$ cat src/rtl/rcv_socket_bank.sv
// Receive socket bank: routes one UDP payload stream to the lowest-index matching socket FIFO,
// counting packets refused because the target FIFO was almost full at start of packet.
module rcv_socket_bank #(
    parameter int NCH   = 4,
    parameter int CNT_W = 16
) (
    input  logic                 clk,
    input  logic                 rst,
    input  logic [NCH-1:0]       ch_en,
    input  logic [16*NCH-1:0]    cfg_my_port,
    input  logic [32*NCH-1:0]    cfg_my_ip,
    input  logic [16*NCH-1:0]    cfg_from_port,
    input  logic [32*NCH-1:0]    cfg_from_ip,
    input  logic [15:0]          s_udp_dst_port,
    input  logic [15:0]          s_udp_src_port,
    input  logic [31:0]          s_udp_dst_ip,
    input  logic [31:0]          s_udp_src_ip,
    input  logic [7:0]           s_udp_dout,
    input  logic                 s_udp_sof,
    input  logic                 s_udp_eof,
    input  logic                 s_udp_valid,
    input  logic [NCH-1:0]       fifo_afull,
    output logic [NCH-1:0]       fifo_wr,
    output logic [7:0]           fifo_dout,
    output logic                 fifo_sof,
    output logic                 fifo_eof,
    output logic [NCH-1:0]       fifo_abort,
    output logic [16*NCH-1:0]    src_port,
    output logic [32*NCH-1:0]    src_ip,
    output logic [CNT_W*NCH-1:0] drop_cnt
);
    localparam int IW = (NCH > 1) ? $clog2(NCH) : 1;

    typedef enum logic [1:0] {IDLE, PASS, DROP} state_t;

    state_t                         state_q;
    logic [IW-1:0]                  ch_q;
    logic [NCH-1:0]                 wr_q, abort_q;
    logic                           sof_q, eof_q;
    logic [7:0]                     dout_q;
    logic [NCH-1:0][15:0]           src_port_q;
    logic [NCH-1:0][31:0]           src_ip_q;
    logic [NCH-1:0][CNT_W-1:0]      cnt_q;

    logic [NCH-1:0] hit;
    logic           any_hit;
    logic [IW-1:0]  sel;

    always_comb begin
        for (int i = 0; i < NCH; i++) begin
            hit[i] = ch_en[i]
                && (cfg_my_port[16*i +: 16]   == 16'hffff       || cfg_my_port[16*i +: 16]   == s_udp_dst_port)
                && (cfg_my_ip[32*i +: 32]     == 32'hffffffff   || cfg_my_ip[32*i +: 32]     == s_udp_dst_ip)
                && (cfg_from_port[16*i +: 16] == 16'hffff       || cfg_from_port[16*i +: 16] == s_udp_src_port)
                && (cfg_from_ip[32*i +: 32]   == 32'hffffffff   || cfg_from_ip[32*i +: 32]   == s_udp_src_ip);
        end
    end

    // Descending scan so the lowest-index hit wins.
    always_comb begin
        any_hit = 1'b0;
        sel     = '0;
        for (int i = NCH - 1; i >= 0; i--) begin
            if (hit[i]) begin
                any_hit = 1'b1;
                sel     = IW'(i);
            end
        end
    end

    always_ff @(posedge clk) begin
        if (rst) begin
            state_q    <= IDLE;
            ch_q       <= '0;
            wr_q       <= '0;
            abort_q    <= '0;
            sof_q      <= 1'b0;
            eof_q      <= 1'b0;
            src_port_q <= '0;
            src_ip_q   <= '0;
            cnt_q      <= '0;
        end else begin
            wr_q    <= '0;
            abort_q <= '0;
            sof_q   <= 1'b0;
            eof_q   <= 1'b0;
            if (s_udp_valid && s_udp_sof) begin
                // A new sof while still passing truncates the open packet.
                if (state_q == PASS)
                    abort_q[ch_q] <= 1'b1;
                if (!any_hit) begin
                    state_q <= s_udp_eof ? IDLE : DROP;
                end else if (fifo_afull[sel]) begin
                    state_q <= s_udp_eof ? IDLE : DROP;
                    if (cnt_q[sel] != '1)
                        cnt_q[sel] <= cnt_q[sel] + 1'b1;
                end else begin
                    state_q         <= s_udp_eof ? IDLE : PASS;
                    ch_q            <= sel;
                    wr_q[sel]       <= 1'b1;
                    sof_q           <= 1'b1;
                    eof_q           <= s_udp_eof;
                    src_port_q[sel] <= s_udp_src_port;
                    src_ip_q[sel]   <= s_udp_src_ip;
                end
            end else if (s_udp_valid && state_q == PASS) begin
                wr_q[ch_q] <= 1'b1;
                eof_q      <= s_udp_eof;
                if (s_udp_eof)
                    state_q <= IDLE;
            end else if (s_udp_valid && state_q == DROP && s_udp_eof) begin
                state_q <= IDLE;
            end
        end
    end

    always_ff @(posedge clk) begin
        if (s_udp_valid)
            dout_q <= s_udp_dout;
    end

    assign fifo_wr    = wr_q;
    assign fifo_abort = abort_q;
    assign fifo_sof   = sof_q;
    assign fifo_eof   = eof_q;
    assign fifo_dout  = dout_q;
    assign src_port   = src_port_q;
    assign src_ip     = src_ip_q;
    assign drop_cnt   = cnt_q;
endmodule

$ cat config.mk
export PLATFORM = sky130hd
export DESIGN_NAME = rcv_socket_bank
export DESIGN_NICKNAME = d
export VERILOG_FILES = /design/src/rtl/rcv_socket_bank.sv
export SDC_FILE = /design/constraint.sdc
export NUM_CORES = 1
export LEC_CHECK = 0
export BUFFER_PORTS_ARGS = -buffer_cell sky130_fd_sc_hd__buf_2
export CAP_MARGIN = 20
export CORE_AREA = 2 2 298 300
export DETAILED_ROUTE_END_ITERATION = 12
export DIE_AREA = 0 0 300 302
export GPL_TIMING_DRIVEN = 0
export PLACE_DENSITY = 0.36
export SYNTH_ARGS = -nofsm -noshare
export SYNTH_HDL_FRONTEND = slang
export SYNTH_SLANG_ARGS = --single-unit
export TNS_END_PERCENT = 10
$ cat constraint.sdc
create_clock -name clk -period 8.52 [get_ports clk]
set_input_delay 1.704 -clock clk [delete_from_list [all_inputs] [get_ports clk]]
set_output_delay 1.704 -clock clk [all_outputs]
set_load 0.02 [all_outputs]
==> results.md <==
| Stage | Item | This run |
| --- | --- | --- |
| outcome | Run status | complete, no violations |
| cells and area | Number of nets in the finished design | 3,304 |
| synth | Synth top area cells | dfxtp_1 33%, xor2_1 14%, nand2_1 10% |
| synth | Average footprint of a synthesized cell | 7.98 um2 |
| grt | Largest net degree at the start of global routing | 14 |
| cells and area | Final cell area excluding filler cells | 0.0227 mm2 |
| cells and area | Final core occ | 25.9% |
| grt | Vias in the first global route | 19,100 |
| drt | Routed metal-1 wire length | 49,400 um |
| power and ir drop | Share of power burned in combinational logic | 14.7% |
| critical path | Slowest stage cell, crit path | o21ai_1 |
| critical path | WS Path Type | in2reg |
| synth | Netlist area before placement | 0.0162 mm2 |
| synth | Post-Synth Simple-Gate Area | 26.0% |
| synth | Post-synth ARST share | 0% |
| critical path | Sort of element at the start of the critical path | primary input |
| clocking | Post-CTS setup buffer count | 0 |
| critical path | Depth of the worst register-to-register path | 12 |
| drt | Drt first-iter violations | 1,377 |
| drt | 1st-pass router iterations | 5 |
| synth | XOR/XNOR Fraction of Synth Area | 21.5% |
| cells and area | Layout Area Growth over Synthesis | 39.9% |
| sta | Number of pins with negative max-slew slack in the final report | 0 |
| die | Effective utilization at floorplan | 18.5% |
| grt | Global-route wire length before repair | 154,000 um |
| power and ir drop | Pwr dens | 154 mW/mm2 |
| clocking | TritonCTS clock tree | done |
| synth | Largest area contributor in the synthesized netlist | dfxtp_1 |
| drt | WL final | 115,000 um |
| sta | Unrepaired setup endpoints after global routing | false |
| die | Overall die height | 302 um |
| synth | Dominant synthesized flop cell | dfxtp_1 |
| synth | Synth Net Count | 2,533 |
| sta | Worst slew margin | 17.5% |
| synth | Sequential share of the synthesized area | 34.8% |
| grt | Global-route usage over all layers | 24.3% |
| critical path | Category of the worst setup path capture point | flip-flop |
| die | Die span in x | 300 um |
| synth | Post-synthesis cell type count | 75 |
| critical path | Worst reg2reg path startpoint | drop_cnt[32] |
| synth | Synthesized instance count | 2,031 |
| critical path | Minimum setup slack among reg-to-reg paths | 5.17 ns |
| min path | Hold_sp | src_port[24] |
| power and ir drop | Psw | 967 uW |
| clocking | Clk root buf | clkbuf_16 |
| power and ir drop | Switching Share | 27.7% |
| sta | Worst slew pin tran | 1.24 ns |
| synth | Cell types with the highest counts after synthesis | 434 x nand2_1, 270 x dfxtp_1, 260 x xor2_1 |
| place | Area after detailed placement | 0.0213 mm2 |
| grt | Initial antenna violation count | 19 |
| sta | Total negative slack | 0 ns |
| drt | Vias per cell | 4.67 |
| synth | Count of synthesis-stage warnings from yosys | 0 |
| clocking | Number of buffers on the longest clock path | 3 |
| grt | Overall overflow remaining after global route | 0 |
| critical path | Number of buffers and inverters on the critical path | 4 |
| sta | Fin Hold WS | 0.447 ns |
| critical path | Crit path arrival time | 7.73 ns |
| min path | Hold Crit Endpoint | src_port[24] |
| clocking | Clock insertion delay at the later pin of the skew report | 0.56 ns |
| die | Floorplan die area | 0.0906 mm2 |
| job | Max-capacitance violation count | 0 |
| die | Io pins | 775 |
| clocking | Clock input transition at the sequential cells of the worst setup and hold paths | 0.06 ns |
| cells and area | Share of final-layout standard cells stronger than drive strength 1 | 31.3% |
| power and ir drop | Worst IR Drop VDD | 0.124 mV |
| synth | Synthesized-area fraction occupied by ao, oa, aoi and oai cells | 12.4% |
| power and ir drop | Clock group share of total power | 47.8% |
| synth | Fraction of synthesized area in multiplexers | 0.811% |
| clocking | Clk sink count | 278 |
| synth | EDFF count, synth | 8 |
| drt | Via total after detailed routing | 18,700 |
| die | Core area | 0.0876 mm2 |
| sta | Number of hold violations in the final report | 0 |
| drt | Detail Route met3 WL | 7330 um |
| critical path | Worst-path cell chain | buf_2 > xor2_1 > nor4_1 > nand4_1 > o21ai_1 > nand4b_1 > a31oi_1 > clkbuf_1 > o21a_1 > ha_1 > inv_1 > a31oi_1 > nand4_1 > nor3_4 > a211o_1 > buf_4 > mux2_1 |
| drt | Detailed-route wire length per cell | 28.7 um |
| drt | Routed met2 length | 55,000 um |
| min path | Instance count along the most critical hold path | 2 |
| sta | Maximum clock frequency | 0.137 GHz |
| critical path | Highest cell delay on the worst timing path | 0.85 ns |
| synth | Area share of the leading cell type in the synthesized netlist | 33.4% |
| min path | Worst hold path class | reg2reg |
| clocking | H-tree depth reported by CTS | 2 |
| clocking | Number of hold buffers added after CTS | 0 |
| critical path | Cell family with most CP delay | compound AO/OA/AOI/OAI gates |
| sta | Final worst-path cycle share | 85.5% |
| clocking | Number of instances resized during post-cts repair | 0 |
| cells and area | Combined area of the multi-input logic cells | 0.00985 mm2 |
| critical path | Source of the critical timing path | s_udp_src_ip[3] |
| cells and area | # fillers | 9,796 |
| critical path | CP Max Fanout | 10 |
| place | Detailed placement HPWL | 94,500 um |
| synth | Combinational family with the most area after synthesis | simple AND/OR/NAND/NOR gates |
| drt | Post-route DRC | 0 |
| sta | Post-layout minimum cycle time | 7.29 ns |
| die | Cell Rows | 109 |
| synth | Post-synthesis adder-cell area fraction | 0.0772% |
| cells and area | Sequential cell area | 0.00565 mm2 |
| power and ir drop | Leakage | 0.00922 uW |
| synth | Most used standard cell by instance count after synthesis | nand2_1 |
| critical path | Reg-to-reg critical path endpoint | drop_cnt[36] |
| drt | Highest signal layer in the routed design | met5 |
| power and ir drop | Power share of the sequential group | 37.5% |
| power and ir drop | Int Power | 2530 uW |
| place | Routability cong. | 0.986 |
| place | Input/output buffers | 725 |
| critical path | Required @ worst endpoint | 8.96 ns |
| drt | Residual antenna-violating net count after detailed routing | 0 |
| synth | Number of synthesized register bits | 278 |
| clocking | Number of clock buffers inserted by TritonCTS | 36 |
| sta | Final setup viols | 0 |
| sta | Clock skew after layout | 0.00865 ns |
how the worst max path moves through the flow:
stage | end | cells past startpoint
after floorplan | drop_cnt[36] | 19
after global placement | drop_cnt[36] | 17
after detailed placement | drop_cnt[36] | 17
after CTS | drop_cnt[36] | 17
after global routing | drop_cnt[14] | 17
final | drop_cnt[36] | 17
tightest hold or removal path, stage by stage (launching register included):
cell and delay (ns):
dfxtp_1 0.31, nand2_1 0.05, a21oi_1 0.05
cell families after synthesis:
logic type               after synthesis
AND/OR/NAND/NOR                      847
XOR/XNOR                             398
AO/OA/AOI/OAI                        341
flip-flops                           278
buffers and inverters                153
multiplexers                          13
adder cells (fa/ha/maj)                1
layout make-up:
type	count	area share (%)
clock buffer	51	4.49
antenna	15	0.166
clock inverter	15	1.19
buffer	141	2.93
timing repair buffer	733	16.2
multi-input combinational	1600	43.4
inverter	12	0.199
tap	1165	6.43
sequential	278	24.9
power by group through the flow:
stage          clock network, uW  logic (uW)  registers, uW
4_1_cts                     1710         513           1310
6_report                    1670         515           1310
2_1_floorplan                  0         206           1340
3_3_place_gp                   0         516           1340
3_5_place_dp                   0         510           1340
5_1_grt                     1760         546           1310
sequential cells by signal (all words and copies together) (netlist names):
signal and count:
ch_q 2, fifo_wr 4, drop_cnt 64, fifo_dout 8
src_port 64, state_q 2, fifo_abort 4, fifo_eof 1
fifo_sof 1, src_ip 128
layout by cell type, fill, tap and decap left out, types with 6 or more instances in the layout:
cell type  Yosys  layout
nor3_1        16      16
nor2_1        54      54
clkbuf_16      0      36
nand3b_1      25      25
mux2i_1       12      12
buf_2         56     786
nor3b_1       14      14
a211oi_1      15      15
o21ai_0       16      16
buf_4          9      11
xor2_1       260     260
edfxtp_1       8       8
diode_2        0      15
a21oi_1      219     219
xnor2_1      138     138
nand2_1      434     434
a22oi_1        6       6
nand2b_1       7       7
nor4_1        95      95
inv_1         11      11
nand3_1       11      11
clkbuf_1      66      75
nand4_1      153     153
o21bai_1       6       6
bufinv_16      0       6
o21ai_1       29      28
dfxtp_1      270     270
clkbuf_8       0       6
buf_1          6       6
metal layers:
layer | track usage, % | vias up
li1 | - | 8657
met1 | 31.1 | 9228
met2 | 40.8 | 711
met3 | 5.39 | 134
met4 | 7.23 | 4
met5 | 0 | -
per-stage QoR:
stage | setup slack (ns) | std cells | power, uW
6_report | 1.23 | 4010 | 3500
3_5_place_dp | 0.499 | 3926 | 1850
5_1_grt | 1.02 | 4008 | 3620
2_1_floorplan | 2.98 | 2031 | 1550
4_1_cts | 1.09 | 3992 | 3540
3_3_place_gp | 0.269 | 3921 | 1850
Power figures use the tool's default switching activity.
